<file path="config.mk">
export PLATFORM = sky130hd
export DESIGN_NAME = async_send_arb
export DESIGN_NICKNAME = d
export VERILOG_FILES = /design/src/rtl/async_send_pkg.sv /design/src/rtl/sync_bit.sv /design/src/rtl/async_send_arb.sv
export SDC_FILE = /design/constraint.sdc
export NUM_CORES = 1
export LEC_CHECK = 0
export CAP_MARGIN = 15
export CORE_ASPECT_RATIO = 1.75
export CORE_MARGIN = 1
export CORE_UTILIZATION = 45
export CTS_CLUSTER_DIAMETER = 60
export DETAILED_ROUTE_END_ITERATION = 6
export GPL_ROUTABILITY_DRIVEN = 0
export GPL_TIMING_DRIVEN = 0
export PLACE_DENSITY = 0.79
export SYNTH_ARGS = -nofsm -noshare
export SYNTH_HDL_FRONTEND = slang
export SYNTH_SLANG_ARGS = --single-unit
export TNS_END_PERCENT = 20
</file>
<file path="constraint.sdc">
create_clock -name clk -period 2.29 [get_ports clk]
set_input_delay 0.229 -clock clk [delete_from_list [all_inputs] [get_ports clk]]
set_output_delay 0.229 -clock clk [all_outputs]
set_load 0.005 [all_outputs]
</file>
<file path="src/rtl/async_send_pkg.sv">
// Shared state encoding and sizing helper for the async send arbiter.
package async_send_pkg;

   localparam logic [1:0] IDLE = 2'd0;
   localparam logic [1:0] REQ  = 2'd1;
   localparam logic [1:0] REL  = 2'd2;

   function automatic int clog2(input int n);
      int r;
      r = 0;
      while ((1 << r) < n) r++;
      return r;
   endfunction

endpackage

</file>
<file path="src/rtl/sync_bit.sv">
// Reset-to-zero flop chain bringing a single asynchronous bit into the clk domain.
module sync_bit #(
   parameter int STAGES = 2
) (
   input  logic clk,
   input  logic rst,
   input  logic d,
   output logic q
);

   logic [STAGES-1:0] ff;

   always_ff @(posedge clk or negedge rst) begin
      if (!rst) ff <= '0;
      else      ff <= {ff[STAGES-2:0], d};
   end

   assign q = ff[STAGES-1];

endmodule

</file>
<file path="src/rtl/async_send_arb.sv">
// Round-robin arbiter over NUM_CH producers feeding a 4-phase send/ack link,
// with a synchronised ack and a watchdog that flags an unresponsive consumer.
module async_send_arb
   import async_send_pkg::*;
#(
   parameter  int NUM_CH      = 4,
   parameter  int DATA_W      = 8,
   parameter  int SYNC_STAGES = 2,
   parameter  int TIMEOUT     = 16,
   localparam int CH_W        = (clog2(NUM_CH) < 1) ? 1 : clog2(NUM_CH)
) (
   input  logic                     clk,
   input  logic                     rst,
   input  logic [NUM_CH-1:0]        ch_valid,
   input  logic [NUM_CH*DATA_W-1:0] ch_data,
   output logic [NUM_CH-1:0]        ch_ready,
   output logic                     send,
   output logic [DATA_W-1:0]        data_out,
   output logic [CH_W-1:0]          chan_out,
   input  logic                     ack,
   output logic                     busy,
   output logic                     timeout_err,
   input  logic                     err_clr
);

   localparam int CNT_W = (clog2(TIMEOUT + 1) < 1) ? 1 : clog2(TIMEOUT + 1);
   localparam logic [CNT_W-1:0] CNT_LAST = CNT_W'((TIMEOUT > 0) ? TIMEOUT - 1 : 0);
   localparam bit WD_EN = (TIMEOUT > 0);

   logic [NUM_CH-1:0][DATA_W-1:0] ch_word;
   logic                          ack_s;
   logic [1:0]                    state;
   logic [CH_W-1:0]               rr_ptr;
   logic [CNT_W-1:0]              cnt;
   logic [CH_W:0]                 pick_r;
   logic                          pick_ok;
   logic [CH_W-1:0]               pick;
   logic                          wd_hit;

   assign ch_word = ch_data;

   sync_bit #(.STAGES(SYNC_STAGES)) u_ack_sync (
      .clk (clk),
      .rst (rst),
      .d   (ack),
      .q   (ack_s)
   );

   // Scan downwards so the lowest offset from rr_ptr is the one left standing.
   function automatic logic [CH_W:0] rr_pick(input logic [NUM_CH-1:0] v,
                                             input logic [CH_W-1:0]   p);
      logic [CH_W:0] r;
      int            idx;
      r = '0;
      for (int k = NUM_CH - 1; k >= 0; k--) begin
         idx = int'(p) + k;
         if (idx >= NUM_CH) idx = idx - NUM_CH;
         if (v[CH_W'(idx)]) r = {1'b1, CH_W'(idx)};
      end
      return r;
   endfunction

   always_comb begin
      pick_r  = rr_pick(ch_valid, rr_ptr);
      pick_ok = pick_r[CH_W];
      pick    = pick_r[CH_W-1:0];
   end

   assign wd_hit = WD_EN && (cnt == CNT_LAST);

   always_ff @(posedge clk or negedge rst) begin
      if (!rst) begin
         state       <= IDLE;
         send        <= 1'b0;
         busy        <= 1'b0;
         ch_ready    <= '0;
         data_out    <= '0;
         chan_out    <= '0;
         rr_ptr      <= '0;
         cnt         <= '0;
         timeout_err <= 1'b0;
      end else begin
         ch_ready <= '0;
         // A timeout set later in this block overrides a same-cycle clear.
         if (err_clr) timeout_err <= 1'b0;
         case (state)
            IDLE: begin
               if (pick_ok && !ack_s) begin
                  data_out <= ch_word[pick];
                  chan_out <= pick;
                  send     <= 1'b1;
                  busy     <= 1'b1;
                  ch_ready <= NUM_CH'(1) << pick;
                  rr_ptr   <= (pick == CH_W'(NUM_CH - 1)) ? '0 : pick + CH_W'(1);
                  cnt      <= '0;
                  state    <= REQ;
               end
            end
            REQ: begin
               if (ack_s) begin
                  send  <= 1'b0;
                  cnt   <= '0;
                  state <= REL;
               end else if (wd_hit) begin
                  send        <= 1'b0;
                  timeout_err <= 1'b1;
                  cnt         <= '0;
                  state       <= REL;
               end else begin
                  cnt <= cnt + CNT_W'(1);
               end
            end
            REL: begin
               if (!ack_s) begin
                  busy  <= 1'b0;
                  state <= IDLE;
               end else if (wd_hit) begin
                  timeout_err <= 1'b1;
                  busy        <= 1'b0;
                  state       <= IDLE;
               end else begin
                  cnt <= cnt + CNT_W'(1);
               end
            end
            default: begin
               send  <= 1'b0;
               busy  <= 1'b0;
               state <= IDLE;
            end
         endcase
      end
   end

endmodule

</file>
# Yosys cells after proc, flatten, opt, wreduce, memory -nomap -nowiden
# Cells that the tools add are included.
# word_totals
reg_bits	28
elab_cells	97
in_bits	40
output_inout_bits	17
# op_classes
n_lt_le_gt_ge	9
reduce_logical	9
n_bitwise	2
n_eq_ne	9
muxes	48
shifts	1
add_sub_neg	9
# ops
op	n
5-bit 2-to-1 mux	5
2-bit 2-to-1 mux	10
8-bit binary-select mux with 2-bit select	1
2-bit by 4-bit less-than comparator with 1-bit output (second input constant)	4
1-bit 2-to-1 mux	16
5-bit one-hot mux with 3 select lines	1
3-bit 2-to-1 mux	4
3-bit greater-or-equal comparator (second input constant)	3
3-bit AND reduction	3
1-bit binary-select mux with 2-bit select	4
4-bit 2-to-1 mux	2
8-bit 2-to-1 mux	1
2-bit by 1-bit subtractor with 2-bit output (second input constant)	4
2-bit by 2-bit adder with 3-bit output (second input constant)	2
1-bit one-hot mux with 3 select lines	2
2-bit one-hot mux with 3 select lines	1
5-bit by 1-bit adder with 5-bit output (second input constant)	1
5-bit by 4-bit equality test with 1-bit output (second input constant)	1
2-bit equality test (second input constant)	2
2-bit inequality test (second input constant)	2
4-bit AND reduction	1
1-bit by 2-bit << shifter with 4-bit output (first input constant)	1
2-bit by 1-bit adder with 3-bit output (second input constant)	1
2-bit by 3-bit greater-or-equal comparator with 1-bit output (second input constant)	1
13 further kinds	14

# Depth between registers and ports, before layout
# Gate-level depths: netlist of the first run.
# logic_depth
word_depth	13
depth_mapped	8
depth_no_buf	8

# Modules after synthesis
# A second synthesis of the first run with hierarchy kept.
# unflattened
cells_unflattened	167
hier_area_um2	1667.8
# modules_own_cells
module	cells_each	seq_area_each_um2	area_each_um2	n_inst
async_send_arb	165	650.6	1617.8	1
sync_bit	2	50.0	50.0	1

# Least setup slack after synthesis of the first run
# No wires, ideal clock.
# synth_path
kind	flip-flop to flip-flop
from	reg cnt[0]
to	reg cnt[3]
arrival_time_ps	1839
synth_period_minus_slack_ps	1930
path_buffers	0
setup_slack_ps	360
required_time_ps	2198
stages_incl_launch_ff	9
setup_time_ps	92
path_cell_list	dfrtp_1 > ha_1 > and3_1 > ha_1 > nand2b_1 > a21oi_1 > o21bai_4 > or2_1 > o31ai_2
# synth_via
elab_chain_cells	4
elab_cells_between_ends	9
cone_classes	1 x add/sub; 2 x eq/ne; 5 x mux; 1 x reduce/logical
# synth_lines
item	line	text
start, declared	async_send_arb.sv:34	logic [CNT_W-1:0] cnt;
start signal, assigned	async_send_arb.sv:110	cnt <= cnt + CNT_W'(1);
start signal, assigned	async_send_arb.sv:122	cnt <= cnt + CNT_W'(1);
5-bit by 1-bit adder with 5-bit output or 5-bit by 4-bit equality test with 1-bit output (tied branches)	async_send_arb.sv:110, async_send_arb.sv:122, async_send_arb.sv:69	
5-bit 2-to-1 mux, on equally long branches	async_send_arb.sv:117, async_send_arb.sv:104	
5-bit 2-to-1 mux, on equally long branches	async_send_arb.sv:114, async_send_arb.sv:100	
5-bit one-hot mux with 3 select lines	async_send_arb.sv:86	case (state)
# Parallel ways exist; a longest one is shown, timed or not. The select of a mux whose other input is x is not followed.
# A chain may end at the register's enable or synchronous reset.

# Worst setup path in the final report of the first run
# Ends and elaborated chain as after synthesis.

==> results of run 1 <==
==> cell type report <==
| class | count | area (µm²) | area share, % |
|---|---|---|---|
| multi-input cells | 118 | 921 | 37.9 |
| clock inverters | 1 | 30.0 | 1.24 |
| clock buffers | 3 | 41.3 | 1.70 |
| repair buffers | 57 | 588 | 24.2 |
| flip-flops and latches | 28 | 701 | 28.9 |
| plain buffers | 7 | 51.3 | 2.11 |
| well taps | 46 | 57.6 | 2.37 |
| inverters | 10 | 37.5 | 1.55 |
==> registers in the layout, indices dropped and copies added, names as in the netlist <==
| signal | count |
|---|---|
| busy | 1 |
| cnt | 5 |
| u_ack_sync.ff | 2 |
| state | 2 |
| chan_out | 2 |
| rr_ptr | 2 |
| data_out | 8 |
| timeout_err | 1 |
| ch_ready | 4 |
| send | 1 |
==> logic make-up after synthesis <==
group | Yosys count
AOI/OAI and AO/OA | 37
adders and majority gates | 9
buffers and inverters | 17
DFF | 28
muxes | 16
and+or+nand+nor | 56
==> through the flow <==
stage / worst slack [ps] / power [mW] / std cells / hold slack (ps)
after detailed placement: 146 / 2.06 / 266 / 336
after global placement: 268 / 1.98 / 265 / 333
after global routing: 61.6 / 2.61 / 270 / 347
after floorplan: 360 / 1.57 / 163 / -66.6
after CTS: 128 / 2.45 / 270 / 319
final: 198 / 2.43 / 270 / 314
==> worst min path at each step <==
stage / end / depth (start not counted) / startpoint
2_1_floorplan: busy$_DFFE_PN0P_ / 0 / rst
3_3_place_gp: u_ack_sync.ff[1]$_DFF_PN0_ / 0 / u_ack_sync.ff[0]$_DFF_PN0_
3_5_place_dp: u_ack_sync.ff[1]$_DFF_PN0_ / 0 / u_ack_sync.ff[0]$_DFF_PN0_
4_1_cts: busy$_DFFE_PN0P_ / 1 / rst
5_1_grt: busy$_DFFE_PN0P_ / 1 / rst
6_report: busy$_DFFE_PN0P_ / 1 / rst
==> routing by layer <==
metal  global-route usage (%)  routed length, µm
met1                     21.0               1470
met2                     43.1               2310
met3                     4.37                221
met4                     7.49                 55
met5                        0                  0
==> cells in the final DEF (no fill, tap or decap), types with 5 or more instances in the layout <==
| master | instances |
|---|---|
| nor3_1 | 5 |
| o221ai_2 | 8 |
| a21oi_1 | 7 |
| clkdlybuf4s50_1 | 56 |
| nand2_1 | 19 |
| mux2i_1 | 16 |
| dfrtp_1 | 28 |
| nor2_1 | 8 |
| o21ai_0 | 9 |
| inv_1 | 9 |
| ha_1 | 9 |
| nor2b_1 | 5 |
==> power by group through the flow <==
stage	Combinational (mW)	Sequential [mW]	Clock, mW
2_1_floorplan	0.810	0.755	0
3_3_place_gp	1.24	0.747	0
3_5_place_dp	1.30	0.760	0
4_1_cts	1.30	0.749	0.403
5_1_grt	1.42	0.770	0.419
6_report	1.29	0.749	0.391
==> impl_results.md, run 1 <==
- Syn Nets: around 210
- Sequential share of power: a little under a third
- Max_cap viols: 0
- Slowest cell delay on critical path: between 400 and 500 ps
- Antenna violations before repair: 0
- R2r endpoint: cnt[3]$_DFFE_PN0P_
- RSZ-0062 raised after global routing: no
- Worst Skew: ~8.3 ps
- Syn_area_per_cell: around 10 µm²
- Core region area: roughly 3600 µm²
- Worst Path Required: 2490 ps
- Total number of vias: between 1000 and 1500
- Worst flop-to-flop path startpoint: cnt[0]$_DFFE_PN0P_
- Peak supply drop: ~0.00082 V
- Ant diodes: 0
- Fin Setup TNS: 0 ps
- Gr usage total: 21.6%
- Critical path peak fanout: 5
- Slew Limit Fails: 0
- Setup slack, reg-to-reg: 200 ps
- Initial DRC Count: 37
- Post-synth top area share: approximately two fifths
- Slowest CP cell: dfrtp_1
- Seq cells post-synth: 28
- Initial Utilization: ~47%
- Max-slew headroom: around three fifths
- Fin. Hold Viols: 0
- Worst path arrival time: ~2300 ps
- Routed wire length per instance: ~15 µm
- Main flop type after synthesis: dfrtp_1
- Clk buf depth: 2
- Crit path depth: 7
- XOR/XNOR Fraction of Synth Area: 0%
- Setup-failing EPs final: 0
- Leakage power: approximately 1.1 nW
- Crit path capture type: flip-flop
- Compound-Gate Fraction of Synth Area: around a fifth
- Largest net degree at the start of global routing: 19
- Internal power: 1.55 mW
- Worst reg-to-reg path cell count: 7
- Clk_lat worst skew: between 200 and 300 ps
- Worst Hold Class: in -> async
- Status: finished clean
- Height of the die: 83.5 µm
- Fillers: 300
- Number of global-route vias before repair: approximately 1500
- Area after DPL: approximately 2400 µm²
- Final worst path period share: about nine tenths
- Fmax: ~0.48 GHz
- Row count: 29
- Synth warnings: 0
- Synth area leader: dfrtp_1
- Post-CTS setup buffer count: 0
- Finished layout cell area: 2430 µm²
- Most frequent cell after synthesis: dfrtp_1
- Cells after Synth: 163
- Htree depth: 1
- Root buf cell: clkbuf_8
- Ys async rst share: 100%
- CP Launch Point: cnt[0]$_DFFE_PN0P_
- Most used cell, CP: ha_1
- First-pass GRT wire length: 6800 µm
- Synth Cell Area: approximately 1700 µm²
- Adder-cell share of the synthesized area: between 6 and 7%
- Share of layout cells above drive strength 1: about 15%
- Register area share after synthesis: between 40% and 50%
- CP cell instances: ha_1 -> and3_1 -> ha_1 -> nor3b_2 -> o21ai_2 -> or2_1 -> o31ai_2
- Number of synthesized flops with an enable pin: 0
- Congestion Overflow GR: 0
- CTS tree: built
- Initial DRT Pass Iterations: 4
- Critical Path End: cnt[3]$_DFFE_PN0P_
- CP Buf/Inv Count: 0
- Synth unique cells: 40
- Pwr per Cell Area: 1000 nW/µm²
- Crit path time final: between 2000 and 2500 ps
- Clock group share of total power: about 16%
- Worst slew pin tran: 598 ps
- DRC violations left: 0
- Cts hold-fix bufs: 0
- Die Wd: roughly 50 µm
- Simple-gate share of the synthesized area: 18.5%
- Post-DRT Antenna Nets: 0
- Synth top area cells: dfrtp_1 (41%), mux2i_1 (9.4%), o221ai_2 (7.0%), ha_1 (6.6%), nand2_1 (4.2%)
- Top cell family by delay on the critical path: simple AND/OR/NAND/NOR gates
- Die area: slightly above 4000 µm²
- NumNets Final: 274
- Vias/cell: roughly 5.3
- Combinational family with the most area after synthesis: compound AO/OA/AOI/OAI gates
- I/O pin count: 57
- Nature of the critical path startpoint: flip-flop
- Multiplexer share of the synthesized area: under 10%
- Synth top cells by count: dfrtp_1 (28), nand2_1 (19), mux2i_1 (16)
- Final wirelength: ~4100 µm
- Worst-path clk slew: approximately 100 ps
- Core Util, Final: ~67%
- Total CTS buffers: 3
- Synthesis-to-layout area growth: 42.2%
- # clock sinks: 28
- Sw frac: between 30% and 40%
- Setup CP Type: reg -> reg
- Port Buf Inserts: 56
- CTS resizes: 0
- Final HPWL DP: between 3000 and 4000 µm
- Logic pwr share: 53.1%
- Switch Pwr: between 800 and 900 µW
No activity file was read; power rests on OpenSTA's default activity.
==> run 2: changes to the inputs <==
--- a/config.mk
+++ b/config.mk
@@ -5,13 +5,12 @@
 export SDC_FILE = /design/constraint.sdc
 export NUM_CORES = 1
 export LEC_CHECK = 0
-export CAP_MARGIN = 15
+export CAP_MARGIN = 10
 export CORE_ASPECT_RATIO = 1.75
 export CORE_MARGIN = 1
 export CORE_UTILIZATION = 45
 export CTS_CLUSTER_DIAMETER = 60
 export DETAILED_ROUTE_END_ITERATION = 6
-export GPL_ROUTABILITY_DRIVEN = 0
 export GPL_TIMING_DRIVEN = 0
 export PLACE_DENSITY = 0.79
 export SYNTH_ARGS = -nofsm -noshare
==> impl_results.md, run 2 (same netlist as run 1, synthesis figures left out) <==
- Status: finished clean
- Crit path depth: 8 (+1)
- NumNets Final: 274 (unchanged)
- I/O pin count: 57 (unchanged)
- # clock sinks: 28 (unchanged)
- Largest registers: data_out x8, cnt x5, ch_ready x4
- Finished layout cell area: 2400 µm² (-0.93%)
- Gr usage total: 21.7% (+0.093 points)
- Core region area: 3630 µm² (unchanged)
- Root buf cell: clkbuf_8
- DRC violations left: 0 (unchanged)
- Top cell family by delay on the critical path: simple AND/OR/NAND/NOR gates
- Cells after DPL: 265 (-0.38%)
- Worst Hold Class: reg -> reg
- Worst-path clk slew: 100 ps (about the same)
- Number of cells in the finished layout apart from fillers: 270 (unchanged)
- CP Launch Point: cnt[0]$_DFFE_PN0P_
- Routed wire length per instance: 15.1 µm (+0.64%)
- Setup WS post-layout: 191 ps (-6.44 ps)
- Worst slew pin tran: 612 ps (+14.1 ps)
- Total number of vias: 1455 (+2.5%)
- CP Buf/Inv Count: 0 (unchanged)
- RSZ-0062 raised after global routing: no
- Worst flop-to-flop path startpoint: cnt[0]$_DFFE_PN0P_
- Max_cap viols: 0 (unchanged)
- Vias/cell: 5.39 (+2.5%)
- Fin. Hold Viols: 0 (unchanged)
- Worst reg-to-reg path cell count: 8 (+1)
- Largest register FFs: 8 (unchanged)
- Initial DRT Pass Iterations: 4 (unchanged)
- Placer congestion estimate: ~0.73
- Most frequent cells in the layout: clkdlybuf4s50_1 (55), dfrtp_1 (28), nand2_1 (19), mux2i_1 (16)
- Row count: 29 (unchanged)
- Most common cell after layout, fill and taps aside: clkdlybuf4s50_1
- R2r endpoint: cnt[3]$_DFFE_PN0P_
- Worst Skew: 9.11 ps (+0.818 ps)
- CP cell instances: ha_1 -> and3_1 -> ha_1 -> nand2b_1 -> a21oi_2 -> o21bai_4 -> or2_1 -> o31ai_2
- Clk buf depth: 2 (unchanged)
- Place WS: 142 ps (-4.13 ps)
- Setup CP Type: reg -> reg
- Slowest CP cell: dfrtp_1
- Final wirelength: 4080 µm (+0.64%)
- Most used cell, CP: ha_1
- Port Buf Inserts: 56 (unchanged)
- Total power: 2.44 mW (+0.23%)
- Nature of the critical path startpoint: flip-flop
- First-pass GRT wire length: 6840 µm (+0.50%)
- Number of global-route vias before repair: 1521 (+0.46%)
- Most flop-heavy register: data_out
- Area after DPL: 2320 µm² (-1.2%)
- Height of the die: 83.5 µm (unchanged)
- Peak supply drop: 0.000940 V (+14%)
- Critical path peak fanout: 8 (+3)
- Die Wd: 48.6 µm (unchanged)
- Antenna violations before repair: 0 (unchanged)
- Initial Utilization: 47.0% (unchanged)
- Worst path arrival time: 2300 ps (about the same)
- Crit path capture type: flip-flop
- Total CTS buffers: 3 (unchanged)
- Leakage power: 1.07 nW (-0.79%)
- Post-DRT Antenna Nets: 0 (unchanged)
- Crit path time final: 2100 ps (+6.44 ps)
- Final HPWL DP: 3220 µm (-0.64%)
- Fmax: 0.477 GHz (-0.31%)
- Slew Limit Fails: 0 (unchanged)
- WHS: 354 ps (+39.2 ps)
- Worst Path Required: 2490 ps (about the same)
- Final worst path period share: 91.6% (+0.28 points)
- Die area: 4050 µm² (unchanged)
- Post-CTS setup buffer count: 0 (unchanged)
- Share of layout cells above drive strength 1: 14.7% (unchanged)
- Htree depth: 1 (unchanged)
- Setup slack, reg-to-reg: 190 ps (about the same)
- CTS tree: built
- Setup-failing EPs final: 0 (unchanged)
- Core Util, Final: 66.3% (-0.62 points)
- Critical Path End: cnt[3]$_DFFE_PN0P_
- Ant diodes: 0 (unchanged)
- Synthesis-to-layout area growth: 40.9%
- Slowest cell delay on critical path: 430 ps (about the same)
- Fin Setup TNS: 0 ps (unchanged)
- Initial DRC Count: 25 (-32%)
- Max-slew headroom: 59.2% (-0.82 points)
- Congestion Overflow GR: 0 (unchanged)
- Largest net degree at the start of global routing: 29 (+10)
- Clk_lat worst skew: 290 ps (about the same)
- Pwr per Cell Area: 1010 nW/µm² (+1.2%)
==> run 2: cell types whose count changed in the layout (fill, tap and decap cells not counted), sizes merged <==
cell / previous run / this run
clkdlybuf4s50: 56 / 55
dlygate4sd3: 0 / 1
==> run 2: power by group <==
| part | total, mW | internal [mW] | leakage, nW | switching (mW) |
|---|---|---|---|---|
| Sequential | 0.752 | 0.649 | 0.358 | 0.103 |
| Clock | 0.398 | 0.235 | 0.0357 | 0.163 |
| Combinational | 1.29 | 0.665 | 0.675 | 0.623 |
==> run 2: what timing repair did <==
action,in CTS,in global routing
hold endpoints to repair,0,28
hold buffers,0,1
gates resized for setup,0,1
endpoints found under the setup margin,0,3
==> run 2: worst min-delay path by stage <==
stage          cells past startpoint                  startpoint                    endpoint
2_1_floorplan                      0                         rst            busy$_DFFE_PN0P_
3_3_place_gp                       0  u_ack_sync.ff[0]$_DFF_PN0_  u_ack_sync.ff[1]$_DFF_PN0_
3_5_place_dp                       0  u_ack_sync.ff[0]$_DFF_PN0_  u_ack_sync.ff[1]$_DFF_PN0_
4_1_cts                            0  u_ack_sync.ff[0]$_DFF_PN0_  u_ack_sync.ff[1]$_DFF_PN0_
5_1_grt                            0  u_ack_sync.ff[0]$_DFF_PN0_  u_ack_sync.ff[1]$_DFF_PN0_
6_report                           0  u_ack_sync.ff[0]$_DFF_PN0_  u_ack_sync.ff[1]$_DFF_PN0_
==> run 2: worst reg2reg max path, delay by kind of cell (launching register included) <==
kind / cells / cell delay [ps]
simple gates: 3 / 630
compound gates: 3 / 490
fa+ha+maj: 2 / 450
flops: 1 / 430
==> run 2: metal layers <==
metal	GRT usage (%)	wire length, µm	up-vias
li1	-	-	701
met1	21.2	1510	694
met2	42.8	2260	52
met3	4.19	230	8
met4	8.82	75	0
met5	0	0	-
==> run 2: layout make-up <==
cell class                      instances  area, µm²
Buffer                                  7       51.3
Clock buffer                            3       41.3
Clock inverter                          1       30.0
Fill cell                             303       1220
Inverter                               10       37.5
Multi-Input combinational cell        118        921
Sequential cell                        28        701
Tap cell                               46       57.6
Timing Repair Buffer                   57        566
==> RTL change 1 (config.mk and constraints of run 1) <==
`NUM_CH`: 4 -> 5. Comments in the files are not updated.
--- a/src/rtl/async_send_arb.sv
+++ b/src/rtl/async_send_arb.sv
@@ -3,7 +3,7 @@
 module async_send_arb
    import async_send_pkg::*;
 #(
-   parameter  int NUM_CH      = 4,
+   parameter  int NUM_CH      = 5,
    parameter  int DATA_W      = 8,
    parameter  int SYNC_STAGES = 2,
    parameter  int TIMEOUT     = 16,
Ports: changed (resized ch_data, ch_ready, ch_valid and chan_out); port bits go from 57 to 68. No check against the original RTL was run, so the function may have changed too.
==> RTL change 1 against run 1 <==
The flow now finishes with violations (negative setup slack). Via count grew 110%. Wire length grew 140%. Fmax shrank 43%. Critical endpoint is now data_out[1]. Sequential cell count grew 3. Worst setup slack lost 1600 ps. Utilization grew 1.6 points. Synthesized area grew 67%. Design area grew 74%. Cell count grew 89%. Critical path type unchanged.
Power is left out: the tool's default activity adds up to more than one toggle a clock period on the data nets, which glitch-free logic cannot reach.
==> RTL change 1: results (changes against run 1) <==
global_routing:
  globalRouteMet1Util_pct: 25.1  # was 21.0%
  grt_start_max_net_pins: 21  # was 19
  use_met2_pct: 54.9  # was 43.1%
  grt_pass1_wl_microns: 14400  # was 6800 microns
  grt_usage_pct: 27.8  # was 21.6%
  grt_pass1_vias: 3104  # was 1514
synth:
  seq_area_frac_synth_pct: 27.2  # was 41.1%
  syn_inst: 333  # was 163
  synth_area_leaders: "dfrtp_1 (27%), mux2i_1 (7.4%), ha_1 (7.0%), nand2_1 (4.1%), nor2_1 (3.9%)"  # was dfrtp_1 (41%), mux2i_1 (9.4%), o221ai_2 (7.0%), ha_1 (6.6%), nand2_1 (4.2%)
  netlist_top_cells_count: "dfrtp_1 (31), nand2_1 (31), nor2_1 (30)"  # was dfrtp_1 (28), nand2_1 (19), mux2i_1 (16)
  synth_mux_area_share_pct: 8.63  # was 9.38%
  synth_compound_area_share_pct: 28.4  # was 19.2%
  synthesis.nets: 399  # was 212
  synthXorXnorAreaFrac_pct: 1.18  # was 0%
  synthAdderAreaFrac_pct: 7.71  # was 6.60%
placement:
  dpl-instance-area_sq_um: 3720  # was 2350 sq um
  port_buffers: 66  # was 56
  hpwlAfterDp_microns: 6630  # was 3240 microns
  place_ws_ps: -1770  # was 146 ps
layout:
  multi_input_cells: 270  # was 118
  clock_buffers: 6  # was 3
  top_regs: "data_out x8, ch_ready x5, cnt x5"  # was data_out x8, cnt x5, ch_ready x4
  finish.utilization_pct: 68.5  # was 66.9%
  area_share_nonclk_buffers_pct: 24.6  # was 26.3%
  final-clk-cell-share_pct: 2.78  # was 2.94%
  nFillCells: 481  # was 300
  nets: 494  # was 274
  n_all_inverters: 14  # was 10
  seq_area_share_pct: 18.4  # was 28.9%
  multi_input_area_share_pct: 50.3  # was 37.9%
  buffers: 106  # was 64
  finalNonFillerCells: 509  # was 270
detailed_routing:
  wl_met2_microns: 5350  # was 2310 microns
  wl_per_cell_microns: 19.0  # was 15.0 microns
  drt_pass1_iterations: 7  # was 4
  wl_met3_microns: 391  # was 221 microns
  viasPerCell: 6.00  # was 5.26
setup_path:
  r2r_start: "rr_ptr[0]"  # was cnt[0]
  worst_path_dominant_cell_family: "compound AO/OA/AOI/OAI gates"  # was simple AND/OR/NAND/NOR gates
  worst_path_largest_cell_delay_ps: 500  # was 430 ps
  crit_slowest_cell: "a2111oi_4"  # was dfrtp_1
  critical_path.max_fanout: 6  # was 5
  critical_path.endpoint: "data_out[1]"  # was cnt[3]
  r2r_cells: 18  # was 7
sta:
  fin_ws_ps: -1410  # was 198 ps
  worst_pin_slew_ps: 667  # was 598 ps
  finalSetupViolations: 28  # was 0
  fin_worst_skew_ps: 10.6  # was 8.29 ps
  setup_tns_ps: -32940  # was 0 ps
floorplanning:
  core_sq_um: 6180  # was 3630 sq um
run_status:
  status: "finished with violations"  # was finished clean
  violations: "negative setup slack"
cts:
  clk_pin_slew_ps: 80  # was 100 ps
  cts.sinks: 31  # was 28
  cts_buffers: 5  # was 3
[RTL change 1: cell types whose count changed in the layout (fill, tap and decap cells not counted), moves of 5 or more]
cell	change
a22oi_1	+7
a21oi_1	+12
buf_4	+21
nand2_1	+11
o22ai_1	+5
ha_1	+5
nor2_1	+19
o21ai_1	+8
clkdlybuf4s50_1	+10
nand3_1	+6
buf_6	+5
nand2b_1	+5
[RTL change 1: worst min-delay path by stage]
| stage | from | endpoint | slack [ps] |
|---|---|---|---|
| finish | rst | ch_ready[3] | 340 |
| global placement | u_ack_sync.ff[0] | u_ack_sync.ff[1] | 330 |
| CTS | u_ack_sync.ff[0] | u_ack_sync.ff[1] | 350 |
| floorplan | rst | busy | -70 |
| global route | u_ack_sync.ff[0] | u_ack_sync.ff[1] | 360 |
| detailed placement | u_ack_sync.ff[0] | u_ack_sync.ff[1] | 340 |
[RTL change 1: timing repair]
item,CTS,global route
cloned,0,1
setup endpoints to repair,28,28
pin swaps,20,9
resized for setup,27,31
setup buffers,18,3
==> RTL change 2 (settings of run 1) <==
Without the edit above. Make the reset (`rst`) synchronous in 2 clocked blocks. Comments in the files are not updated.
--- a/src/rtl/sync_bit.sv
+++ b/src/rtl/sync_bit.sv
@@ -10,7 +10,7 @@
 
    logic [STAGES-1:0] ff;
 
-   always_ff @(posedge clk or negedge rst) begin
+   always_ff @(posedge clk) begin
       if (!rst) ff <= '0;
       else      ff <= {ff[STAGES-2:0], d};
    end
--- a/src/rtl/async_send_arb.sv
+++ b/src/rtl/async_send_arb.sv
@@ -68,7 +68,7 @@
 
    assign wd_hit = WD_EN && (cnt == CNT_LAST);
 
-   always_ff @(posedge clk or negedge rst) begin
+   always_ff @(posedge clk) begin
       if (!rst) begin
          state       <= IDLE;
          send        <= 1'b0;
Check against the original RTL: differs if rst is asserted again (counterexample within 4 cycles, from zero or initial values and one cycle with rst low); with rst held inactive, the same outputs for 10 cycles.
==> RTL change 2 against run 1 <==
Power down 9.7%. Worst hold slack better by 22 ps. Worst setup slack worse by 68 ps. Cell count up 1.1%. Clock skew down 4.9 ps. Sequential cell count unchanged. Wire length up 2.2%. Synthesized area down 10%. Design area down 7.6%. Count of clock-buffer cells in the layout unchanged. Combinational power down 14%. Highest routed layer unchanged.
==> RTL change 2: results (changes against run 1) <==
setup_path:
  critical_path.max_fanout: 10  # was 5
  crit_slowest_cell: "or4_1"  # was dfrtp_1
  worstPathArrival_ps: 2370  # was 2290 ps
  r2r_cells: 8  # was 7
  reg2reg_to: "cnt[3]"  # unchanged
  reg2reg_slack_ps: 130  # was 200 ps
  r2r_start: "cnt[0]"  # unchanged
global_routing:
  grt_pass1_vias: 1482  # was 1514
  use_met2_pct: 45.8  # was 43.1%
  grt.met3_usage_pct: 2.95  # was 4.37%
  grt_usage_pct: 24.1  # was 21.6%
  globalRouteMet1Util_pct: 25.1  # was 21.0%
  grt_pass1_wl_microns: 6550  # was 6800 microns
  grt_start_max_net_pins: 17  # was 19
power_and_ir_drop:
  max-vdd-ir-drop_mv: 0.873  # was 0.824 mV
  power.static_leakage_nw: 0.860  # was 1.08 nW
  p_sw_share_pct: 35.7  # was 36.1%
sta:
  holdWs_ps: 336  # was 314 ps
  fin_worst_skew_ps: 3.40  # was 8.29 ps
  max_slew_margin_pct: 61.5  # was 60.0%
synth:
  synth-async-reset-ratio_pct: 0  # was 100%
  synthesis.nets: 218  # was 212
  netlist_top_cells_count: "dfxtp_1 (28), mux2i_1 (16), nor2_1 (13)"  # was dfrtp_1 (28), nand2_1 (19), mux2i_1 (16)
  ys_types: 48  # was 40
  seq_area_frac_synth_pct: 36.5  # was 41.1%
  synth_area_leaders: "dfxtp_1 (36%), mux2i_1 (10%), ha_1 (5.7%), a21oi_1 (3.9%), nand3_1 (3.3%)"  # was dfrtp_1 (41%), mux2i_1 (9.4%), o221ai_2 (7.0%), ha_1 (6.6%), nand2_1 (4.2%)
detailed_routing:
  viasPerCell: 5.58  # was 5.26
  routed_wl_microns: 4150  # was 4060 microns
  drt_iter0_markers: 34  # was 37
placement:
  place_ws_ps: -34.9  # was 146 ps
  dpl-instance-area_sq_um: 2140  # was 2350 sq um
  hpwlAfterDp_microns: 3200  # was 3240 microns
layout:
  nets: 278  # was 274
  nFillCells: 265  # was 300
  layout-drive-gt1-share_pct: 10.9  # was 14.7%
hold_path:
  hold_class: "input port to register"  # was input port to async pin
run_status:
  status: "finished clean"  # unchanged
## RTL change 2: power groups by stage
stage	Combinational (mW)	Clock, mW	Sequential [mW]
floorplan	0.649	0	0.700
global placement	1.03	0	0.698
detailed placement	1.07	0	0.704
CTS	1.09	0.396	0.694
global route	1.21	0.418	0.711
finish	1.11	0.394	0.694
## RTL change 2: how the worst max path moves through the flow
stage | from | endpoint | slack [ps] | cells after the start
global route | cnt[0] | cnt[3] | 20 | 8
global placement | ch_valid[1] | data_out[2] | 40 | 6
finish | cnt[0] | cnt[3] | 130 | 8
CTS | cnt[0] | cnt[3] | 20 | 8
floorplan | cnt[0] | cnt[3] | 220 | 8
detailed placement | ch_valid[1] | data_out[3] | -30 | 6
## RTL change 2: cells by family after synthesis
logic type / synth area share [%]
AO/OA/AOI/OAI: 22.5
XOR/XNOR: 0.570
adder cells (fa/ha/maj): 5.70
buffers and inverters: 5.46
flip-flops: 36.5
multiplexers: 10.4
AND/OR/NAND/NOR: 18.9
## RTL change 2: repair_timing
action,in CTS,in global routing
resized for setup,3,4
pin swaps,0,1
endpoints found under the setup margin,1,1
endpoints found under the hold margin,0,0
cloned,0,0
## RTL change 2: cell type report
cell class	count	area share, %
inverters	8	1.34
plain buffers	11	2.40
repair buffers	55	24.6
flip-flops and latches	28	25.0
well taps	43	2.40
clock inverters	1	1.34
clock buffers	3	1.84
multi-input cells	124	41.1
## RTL change 2: stage by stage
stage,std cells,util [%],power [mW],TNS [ps]
finish,273,69.9,2.20,0
global route,273,69.9,2.34,0
CTS,273,69.4,2.18,0
detailed placement,269,66.7,1.77,-114
global placement,269,66.7,1.73,0
floorplan,171,-,1.35,0
## RTL change 2: per-layer routing
metal | vias to the layer above | part of all wire [%]
met5 | - | 0
met4 | 0 | 1.5
met3 | 6 | 2.9
met2 | 41 | 59
met1 | 729 | 37
li1 | 748 | -
## RTL change 2: tightest hold or removal path, cell delays in order
cell and delay [ps]:
clkbuf_1 160, nand3b_1 130, o31ai_1 60
